## config.mk

```make
export PLATFORM = sky130hd
export DESIGN_NAME = ram_arbiter
export DESIGN_NICKNAME = d
export VERILOG_FILES = /design/src/rtl/cpu_pkg.sv /design/src/rtl/rr_pick2.sv /design/src/rtl/ram_arbiter.sv
export SDC_FILE = /design/constraint.sdc
export NUM_CORES = 1
export LEC_CHECK = 0
export CORE_ASPECT_RATIO = 0.75
export CORE_MARGIN = 3
export CORE_UTILIZATION = 34
export DETAILED_ROUTE_END_ITERATION = 7
export PLACE_DENSITY = 0.74
export SYNTH_ARGS = -nofsm -noshare
export SYNTH_HDL_FRONTEND = slang
export SYNTH_HIERARCHICAL = 1
export SYNTH_SLANG_ARGS = --single-unit
```

## constraint.sdc

```tcl
create_clock -name i_clk -period 3 [get_ports i_clk]
set_clock_uncertainty 0.15 [all_clocks]
set_input_delay 0.75 -clock i_clk [delete_from_list [all_inputs] [get_ports i_clk]]
set_output_delay 0.75 -clock i_clk [all_outputs]
set_load 0.02 [all_outputs]
```

## src/rtl/cpu_pkg.sv

```systemverilog
// ============================================================================
// Module   : cpu_pkg
// Brief    : Shared widths, FSM encoding and requester IDs for the RAM arbiter
// Revision : 1.0 - initial release
// ============================================================================
`default_nettype none

package cpu_pkg;

    localparam int unsigned RAM_ADDR_W = 4;
    localparam int unsigned RAM_DATA_W = 8;

    typedef enum logic {
        ST_IDLE  = 1'b0,
        ST_ISSUE = 1'b1
    } arb_state_e;

    typedef enum logic {
        REQ_CPU = 1'b0,
        REQ_LD  = 1'b1
    } req_id_e;

endpackage

`default_nettype wire

```

## src/rtl/rr_pick2.sv

```systemverilog
// ============================================================================
// Module   : rr_pick2
// Brief    : Two-way round-robin picker; on a tie the non-last winner wins
// Revision : 1.0 - initial release
// ============================================================================
`default_nettype none

module rr_pick2
    import cpu_pkg::*;
(
    input  logic [1:0] eligible_i,
    input  req_id_e    last_winner_i,
    output req_id_e    winner_o
);

    // Bit 0 is the CPU, bit 1 the loader.
    always_comb begin
        winner_o = REQ_CPU;
        case (eligible_i)
            2'b01:   winner_o = REQ_CPU;
            2'b10:   winner_o = REQ_LD;
            2'b11:   winner_o = (last_winner_i == REQ_CPU) ? REQ_LD : REQ_CPU;
            default: winner_o = REQ_CPU;
        endcase
    end

endmodule

`default_nettype wire

```

## src/rtl/ram_arbiter.sv

```systemverilog
// ============================================================================
// Module   : ram_arbiter
// Brief    : Shares one synchronous RAM between the CPU and the program loader
// Revision : 1.0 - initial release
// ============================================================================
`default_nettype none

module ram_arbiter
    import cpu_pkg::*;
#(
    parameter int unsigned ADDR_W = RAM_ADDR_W,
    parameter int unsigned DATA_W = RAM_DATA_W
) (
    input  logic              i_clk,
    input  logic              i_reset,
    input  logic              i_cpu_req,
    input  logic              i_cpu_we,
    input  logic [ADDR_W-1:0] i_cpu_addr,
    input  logic [DATA_W-1:0] i_cpu_wdata,
    output logic              o_cpu_gnt,
    output logic              o_cpu_rvalid,
    input  logic              i_ld_req,
    input  logic              i_ld_we,
    input  logic [ADDR_W-1:0] i_ld_addr,
    input  logic [DATA_W-1:0] i_ld_wdata,
    input  logic              i_ld_lock,
    output logic              o_ld_gnt,
    output logic              o_ld_rvalid,
    output logic [DATA_W-1:0] o_rdata,
    output logic [ADDR_W-1:0] o_ram_addr,
    output logic              o_ram_we,
    output logic [DATA_W-1:0] o_ram_wdata,
    input  logic [DATA_W-1:0] i_ram_rdata,
    output logic              o_busy
);

    arb_state_e        state_q, state_d;
    req_id_e           owner_q, owner_d;
    req_id_e           last_winner_q, last_winner_d;
    req_id_e           rv_owner_q, rv_owner_d;
    req_id_e           winner;
    logic              req_we_q, req_we_d;
    logic [ADDR_W-1:0] req_addr_q, req_addr_d;
    logic [DATA_W-1:0] req_wdata_q, req_wdata_d;
    logic              rvalid_q, rvalid_d;
    logic [1:0]        eligible;

    assign eligible = {i_ld_req, i_cpu_req & ~i_ld_lock};

    rr_pick2 u_pick (
        .eligible_i    (eligible),
        .last_winner_i (last_winner_q),
        .winner_o      (winner)
    );

    always_ff @(posedge i_clk or posedge i_reset) begin
        if (i_reset) begin
            state_q       <= ST_IDLE;
            owner_q       <= REQ_CPU;
            last_winner_q <= REQ_LD;
            rv_owner_q    <= REQ_CPU;
            req_we_q      <= 1'b0;
            req_addr_q    <= '0;
            req_wdata_q   <= '0;
            rvalid_q      <= 1'b0;
        end else begin
            state_q       <= state_d;
            owner_q       <= owner_d;
            last_winner_q <= last_winner_d;
            rv_owner_q    <= rv_owner_d;
            req_we_q      <= req_we_d;
            req_addr_q    <= req_addr_d;
            req_wdata_q   <= req_wdata_d;
            rvalid_q      <= rvalid_d;
        end
    end

    always_comb begin
        state_d       = state_q;
        owner_d       = owner_q;
        last_winner_d = last_winner_q;
        rv_owner_d    = rv_owner_q;
        req_we_d      = req_we_q;
        req_addr_d    = req_addr_q;
        req_wdata_d   = req_wdata_q;
        rvalid_d      = 1'b0;
        case (state_q)
            ST_IDLE: begin
                if (|eligible) begin
                    state_d = ST_ISSUE;
                    owner_d = winner;
                    if (winner == REQ_CPU) begin
                        req_we_d    = i_cpu_we;
                        req_addr_d  = i_cpu_addr;
                        req_wdata_d = i_cpu_wdata;
                    end else begin
                        req_we_d    = i_ld_we;
                        req_addr_d  = i_ld_addr;
                        req_wdata_d = i_ld_wdata;
                    end
                end
            end
            ST_ISSUE: begin
                state_d       = ST_IDLE;
                last_winner_d = owner_q;
                rvalid_d      = ~req_we_q;
                rv_owner_d    = owner_q;
            end
            default: state_d = ST_IDLE;
        endcase
    end

    // Address/data registers only change on entry to ISSUE, so they hold in IDLE.
    assign o_busy       = (state_q == ST_ISSUE);
    assign o_cpu_gnt    = o_busy && (owner_q == REQ_CPU);
    assign o_ld_gnt     = o_busy && (owner_q == REQ_LD);
    assign o_ram_we     = o_busy && req_we_q;
    assign o_ram_addr   = req_addr_q;
    assign o_ram_wdata  = req_wdata_q;
    assign o_cpu_rvalid = rvalid_q && (rv_owner_q == REQ_CPU);
    assign o_ld_rvalid  = rvalid_q && (rv_owner_q == REQ_LD);
    assign o_rdata      = i_ram_rdata;

endmodule

`default_nettype wire

```

==> results of run 1 <==
## cell families after synthesis
group | Yosys count | share of synthesized area
flip-flops | 18 | 0.459
AO/OA/AOI/OAI | 4 | 0.0318
buffers and inverters | 15 | 0.116
multiplexers | 27 | 0.344
AND/OR/NAND/NOR | 7 | 0.0496
## critical path, delay by kind of cell, from the launching register on
family                 cells  cell delay, ns
and+or+nand+nor            1            0.11
DFF                        1            0.44
buffers and inverters      2            0.66
## how the worst min path moves through the flow
stage,startpoint,endpoint,slack (ns),cells after the start
after global placement,req_we_q$_DFFE_PP0P_,rvalid_q$_DFF_PP0_,0.29,1
final,req_we_q$_DFFE_PP0P_,rvalid_q$_DFF_PP0_,0.31,1
after detailed placement,req_we_q$_DFFE_PP0P_,rvalid_q$_DFF_PP0_,0.31,1
after global routing,req_we_q$_DFFE_PP0P_,rvalid_q$_DFF_PP0_,0.35,1
after CTS,req_we_q$_DFFE_PP0P_,rvalid_q$_DFF_PP0_,0.32,1
after floorplan,req_we_q$_DFFE_PP0P_,rvalid_q$_DFF_PP0_,0.27,1
## cell usage after synthesis (all sizes together)
library cell | instances | area (um2)
buf | 11 | 98.8
a21boi | 1 | 11.3
o21ai | 2 | 10.0
nand2 | 1 | 3.75
nor2b | 4 | 32.5
mux2 | 27 | 338
dfstp | 1 | 26.3
o21ba | 1 | 10.0
dfrtp | 17 | 425
and2 | 2 | 12.5
inv | 4 | 15.0
## where the power goes
group / internal [mW] / leakage, nW / switching [mW]
clock network: 0.116 / 0.0288 / 0.0803
registers: 0.298 / 0.212 / 0.0323
logic: 0.192 / 0.394 / 0.125
total: 0.606 / 0.634 / 0.238
## cell type report
cell class,instances,area share
repair buffers,50,0.335
inverters,4,0.0101
clock buffers,4,0.0372
flip-flops and latches,18,0.305
multi-input cells,38,0.282
well taps,36,0.0304
## sequential cells by signal, indices dropped and copies added, names as in the netlist
register	count
o_ram_wdata	8
rv_owner_q	1
o_ram_addr	4
rvalid_q	1
owner_q	1
last_winner_q	1
req_we_q	1
o_busy	1
## routing by layer
layer / GRT usage / share of wire / vias up
met5: 0 / 0 / -
met3: 0.0665 / 0.10 / 6
met1: 0.143 / 0.40 / 325
met2: 0.208 / 0.49 / 29
met4: 0.0462 / 0.014 / 0
li1: - / - / 316
==> impl_metrics.csv, run 1 <==
group,metric,value,unit
routing,via_count,676,
timing,hold_violations,0,
timing,timing_worst_slew_pin_value,0.684,ns
place,place_hpwl,1540,um
setup_path,worstSetupEndpointType,"output pin",
synthesis,post_syn_instances,71,
clock_network,cts_num_sinks,18,
clock_network,post_cts.resized_instances,0,
setup_path,worst-r2r-setup-slack,1.39,ns
power_and_ir_drop,cellLeakagePower,0.634,nW
clock_network,cts_setup_buffers,0,
synthesis,syn_area_per_cell,13.9,um2
timing,final.period_utilization,0.788,
timing,maxClockFrequency,0.423,GHz
synthesis,netlist-cell-type-count,15,
routing,vias_per_cell,4.51,
clock_network,clock_path_buffers,2,
routing,detailedRoute.firstIterationViolations,5,
floorplanning,die_y,52.6,um
place,place.port_buffers,48,
timing,timing_max_transition_violations_final,0,
global_route,grt_use_total,0.128,
clock_network,total_clock_buffers_created_by_cts,3,
final_layout,final_nets,154,
timing,hold-worst-slack,0.314,ns
floorplanning,fp.dieArea,3580,um2
setup_path,arrival,1.46,ns
clock_network,clk_transition_reported_paths,0.07,ns
routing,antenna_violating_nets_remaining,0,
global_route,grt_pass1_vias,718,
final_layout,filler_cell_count,247,
global_route,grt_pass1_wl,3350,um
synthesis,ys_seq_area_frac,0.459,
setup_path,critical_path_peak_fanout,8,
setup_path,critPathRequiredTime,2.10,ns
final_layout,antenna-diode-count,0,
synthesis,synth_area,983,um2
setup_path,startpoint_type,"flip-flop",
setup_path,worstSetupPathType,"reg -> out",
final_layout,post-route-cell-area,1480,um2
routing,drt-pass1-iter-count,2,
final_layout,commonest_non_fill_non_tap_cell_in_the_layout,"clkdlybuf4s50_1",
timing,finalWorstSetupSlack,0.636,ns
global_route,number_of_antenna_violations_at_the_first_check_in_global_routing,0,
global_route,global_route.overflow_total,0,
place,post-place-ws,0.431,ns
power_and_ir_drop,cell_pwr_density,570,nW/um2
final_layout,layout.cells.non_filler,150,
power_and_ir_drop,irDropWorstVdd,0.000308,V
global_route,grt_max_degree,19,
place,dp.cells,146,
synthesis,synth_fp_nets,110,
synthesis,synth_warnings,6,
place,gp_congestion,0.631,
clock_network,cts-root-buf,"clkbuf_8",
floorplanning,core_area,2680,um2
timing,grt_setup_unrepaired,"false",
setup_path,worst_path_largest_cell_delay,0.60,ns
place,postPlaceCellArea,1430,um2
timing,setup_viol,0,
floorplanning,floorplan.io_pins,65,
floorplanning,placement_rows,16,
timing,final.setup.tns,0,ns
setup_path,critPathSlowestCell,"clkdlybuf4s50_1",
setup_path,worstPathCellList,"nand2_1 -> inv_1 -> clkdlybuf4s50_1",
clock_network,cts_tree,"yes",
routing,postRouteWirelength,2040,um
final_layout,post_route_cells_drive_above_1_share,0.316,
setup_path,worst_r2r_path_depth,4,
setup_path,timing.rr.end,"o_ram_wdata[2]$_DFFE_PP0P_",
floorplanning,floorplan.initialDensity,0.367,
setup_path,r2r_start,"last_winner_q$_DFFE_PP1P_",
min_path,min-delay-path-class,"reg -> reg",
final_layout,area_growth,50.5,%
clock_network,hold_buffers,0,
clock_network,clock_latency,0.25,ns
final_layout,seqCellArea,452,um2
job,max_cap_violations,0,
timing,post_layout_min_period,2.36,ns
routing,route.detailed.drc,0,
synthesis,ys_seq_elements,18,
routing,post_drt_wl_per_cell,13.6,um
setup_path,critical_path.startpoint,"o_busy$_DFF_PP0_",
final_layout,layout.cells.most_common_list,"clkdlybuf4s50_1, mux2_2, dfrtp_1, mux2_4",
floorplanning,dieWidth,68.1,um
timing,worst_slew_margin_rel,0.544,
final_layout,finish.utilization,0.552,
power_and_ir_drop,totalPowerFinal,844,uW
outcome,status,"finished, final reports clean",
setup_path,timing.critical_path.to,"o_ld_gnt",
final_layout,multiInputGateArea,418,um2
clock_network,h-tree-depth,1,
No activity file was read; power rests on OpenSTA's default activity.
==> run 2, diff against run 1 <==
--- a/config.mk
+++ b/config.mk
@@ -7,9 +7,9 @@
 export LEC_CHECK = 0
 export CORE_ASPECT_RATIO = 0.75
 export CORE_MARGIN = 3
-export CORE_UTILIZATION = 34
+export CORE_UTILIZATION = 32
 export DETAILED_ROUTE_END_ITERATION = 7
-export PLACE_DENSITY = 0.74
+export PLACE_DENSITY = 0.73
 export SYNTH_ARGS = -nofsm -noshare
 export SYNTH_HDL_FRONTEND = slang
 export SYNTH_HIERARCHICAL = 1
==> constraint.sdc (replaced) <==
create_clock -name i_clk -period 1.9 [get_ports i_clk]
set_clock_uncertainty 0.15 [all_clocks]
set_input_delay 0.475 -clock i_clk [delete_from_list [all_inputs] [get_ports i_clk]]
set_output_delay 0.475 -clock i_clk [all_outputs]
set_load 0.02 [all_outputs]
==> run 2 against run 1 <==
Net effect:
- utilization grew 2.4 points
- largest power group is now combinational cells
- worst hold slack gained 0.0096 ns
- final cell count grew 4.7%
- first-iteration DRC count grew to 5.8 times the previous value
- clock power grew 52%
- non-clock buffer count grew 7
- largest cell class unchanged
- register-to-register slack lost 1.2 ns
- sequential share of layout area shrank 2.1 points
==> impl_metrics.csv, run 2 (same netlist as run 1, synthesis figures left out) <==
group,metric,value,unit
setup_path,critical_path_peak_fanout,7,
timing,worst_slew_margin_rel,0.838,
setup_path,worst_path_largest_cell_delay,0.33,ns
job,max_cap_violations,0,
routing,met1Wirelength,895,um
timing,hold-worst-slack,0.323,ns
clock_network,total_clock_buffers_created_by_cts,3,
routing,dr_wl_met3,160,um
timing,setup_viol,0,
timing,post_layout_min_period,1.88,ns
floorplanning,placement_rows,16,
floorplanning,floorplan.initialDensity,0.356,
final_layout,post_route_cells_drive_above_1_share,0.355,
routing,antenna_violating_nets_remaining,0,
min_path,min-delay-path-class,"reg -> reg",
routing,postRouteWirelength,2280,um
outcome,status,"finished, final reports clean",
timing,hold_violations,0,
timing,grt_setup_unrepaired,"true",
final_layout,layout.cells.most_common_list,"clkdlybuf4s50_1, mux2_2, dfrtp_1, mux2_4, dlygate4sd2_1",
clock_network,h-tree-depth,1,
power_and_ir_drop,cell_pwr_density,856,nW/um2
clock_network,clock_latency,0.24,ns
setup_path,startpoint_type,"primary input",
clock_network,cts_num_sinks,18,
power_and_ir_drop,irDropWorstVdd,0.000442,V
setup_path,critPathSlowestCell,"mux2_2",
final_layout,antenna-diode-count,0,
global_route,grt_pass1_vias,773,
floorplanning,dieWidth,70.0,um
routing,post_drt_wl_per_cell,14.5,um
timing,timing_max_transition_violations_final,0,
floorplanning,floorplan.io_pins,65,
place,gp_congestion,0.693,
routing,route.met2.wl,1180,um
clock_network,clock_path_buffers,2,
global_route,grt_pass1_wl,3800,um
global_route,global_route.overflow_total,0,
final_layout,commonest_non_fill_non_tap_cell_in_the_layout,"clkdlybuf4s50_1",
setup_path,worstPathCellList,"dlygate4sd2_1 -> nor2b_4 -> a21boi_4 -> bufbuf_16 -> mux2_2 -> mux2_4",
setup_path,arrival,1.86,ns
global_route,number_of_antenna_violations_at_the_first_check_in_global_routing,0,
floorplanning,core_area,2760,um2
setup_path,worstSetupEndpointType,"flip-flop",
place,place.port_buffers,48,
floorplanning,die_y,54.0,um
routing,via_count,689,
routing,vias_per_cell,4.39,
routing,top_layer_used,"met4",
clock_network,cts-root-buf,"clkbuf_8",
setup_path,worstSetupPathType,"in -> reg",
clock_network,hold_buffers,0,
routing,detailedRoute.firstIterationViolations,29,
timing,final.period_utilization,0.988,
timing,timing_worst_slew_pin_value,0.242,ns
routing,drt-pass1-iter-count,3,
final_layout,area_growth,61.7,%
power_and_ir_drop,totalPowerFinal,1.36,mW
global_route,grt_max_degree,11,
place,post-place-ws,-0.372,ns
setup_path,critPathRequiredTime,1.88,ns
power_and_ir_drop,cellLeakagePower,0.734,nW
global_route,grt_use_total,0.132,
final_layout,number_of_flip_flops_under_the_largest_register_name,8,
clock_network,cts_tree,"yes",
timing,finalWorstSetupSlack,0.0219,ns
timing,maxClockFrequency,0.532,GHz
clock_network,clk_transition_reported_paths,0.06,ns
final_layout,final_nets,161,
place,place_hpwl,1770,um
routing,route.detailed.drc,0,
floorplanning,fp.dieArea,3780,um2
[run 2: where the power goes]
group | internal [mW] | leakage, nW | total (mW) | switching (mW)
logic | 0.329 | 0.493 | 0.537 | 0.209
clock network | 0.184 | 0.0288 | 0.300 | 0.116
registers | 0.471 | 0.212 | 0.524 | 0.0532
total | 0.983 | 0.734 | 1.36 | 0.379
[run 2: path summary, 6_finish.rpt]
| path | start | end | slack (ns) | cells after the start |
|---|---|---|---|---|
| min in group asynchronous | i_reset | o_ram_wdata[2]$_DFFE_PP0P_ | 0.38 | 3 |
| setup reg to reg | last_winner_q$_DFFE_PP1P_ | req_we_q$_DFFE_PP0P_ | 0.22 | 5 |
| setup / recovery | i_cpu_req | o_ram_addr[2]$_DFFE_PP0P_ | 0.02 | 6 |
| hold / removal | req_we_q$_DFFE_PP0P_ | rvalid_q$_DFF_PP0_ | 0.32 | 1 |
| max in group asynchronous | i_reset | last_winner_q$_DFFE_PP1P_ | 0.99 | 3 |
| hold reg to reg | req_we_q$_DFFE_PP0P_ | rvalid_q$_DFF_PP0_ | 0.32 | 1 |
[run 2: repair_timing]
action | CTS | global route
gates cloned | 1 | 0
setup endpoints to repair | 19 | 6
pin swaps | 1 | 0
resized for setup | 12 | 2
buffers inserted | 2 | 0
[run 2: metal layers]
metal,up-vias,global-route usage
met5,-,0
met4,0,0.0478
met3,6,0.0466
met2,32,0.246
met1,320,0.141
li1,331,-
[run 2: per-stage QoR]
step           instance area (um2)   util  std cells  TNS (ns)
2_1_floorplan                  983      -         71         0
6_report                      1590  0.576        157         0
3_3_place_gp                  1480  0.536        150     -4.21
3_5_place_dp                  1480  0.536        150     -4.66
4_1_cts                       1590  0.574        157         0
5_1_grt                       1590  0.576        157   -0.0209
[run 2: critical path: cells and delay by family]
family | cells | cell delay [ns]
compound gates | 1 | 0.17
buf+inv | 2 | 0.52
mux | 2 | 0.58
simple gates | 1 | 0.13
[run 2: layout make-up]
| type | count | area [um2] |
|---|---|---|
| multi-input cells | 38 | 429 |
| well taps | 36 | 45.0 |
| repair buffers | 57 | 594 |
| flip-flops and latches | 18 | 452 |
| clock buffers | 4 | 55.1 |
| inverters | 4 | 15.0 |
| fillers | 243 | 1170 |
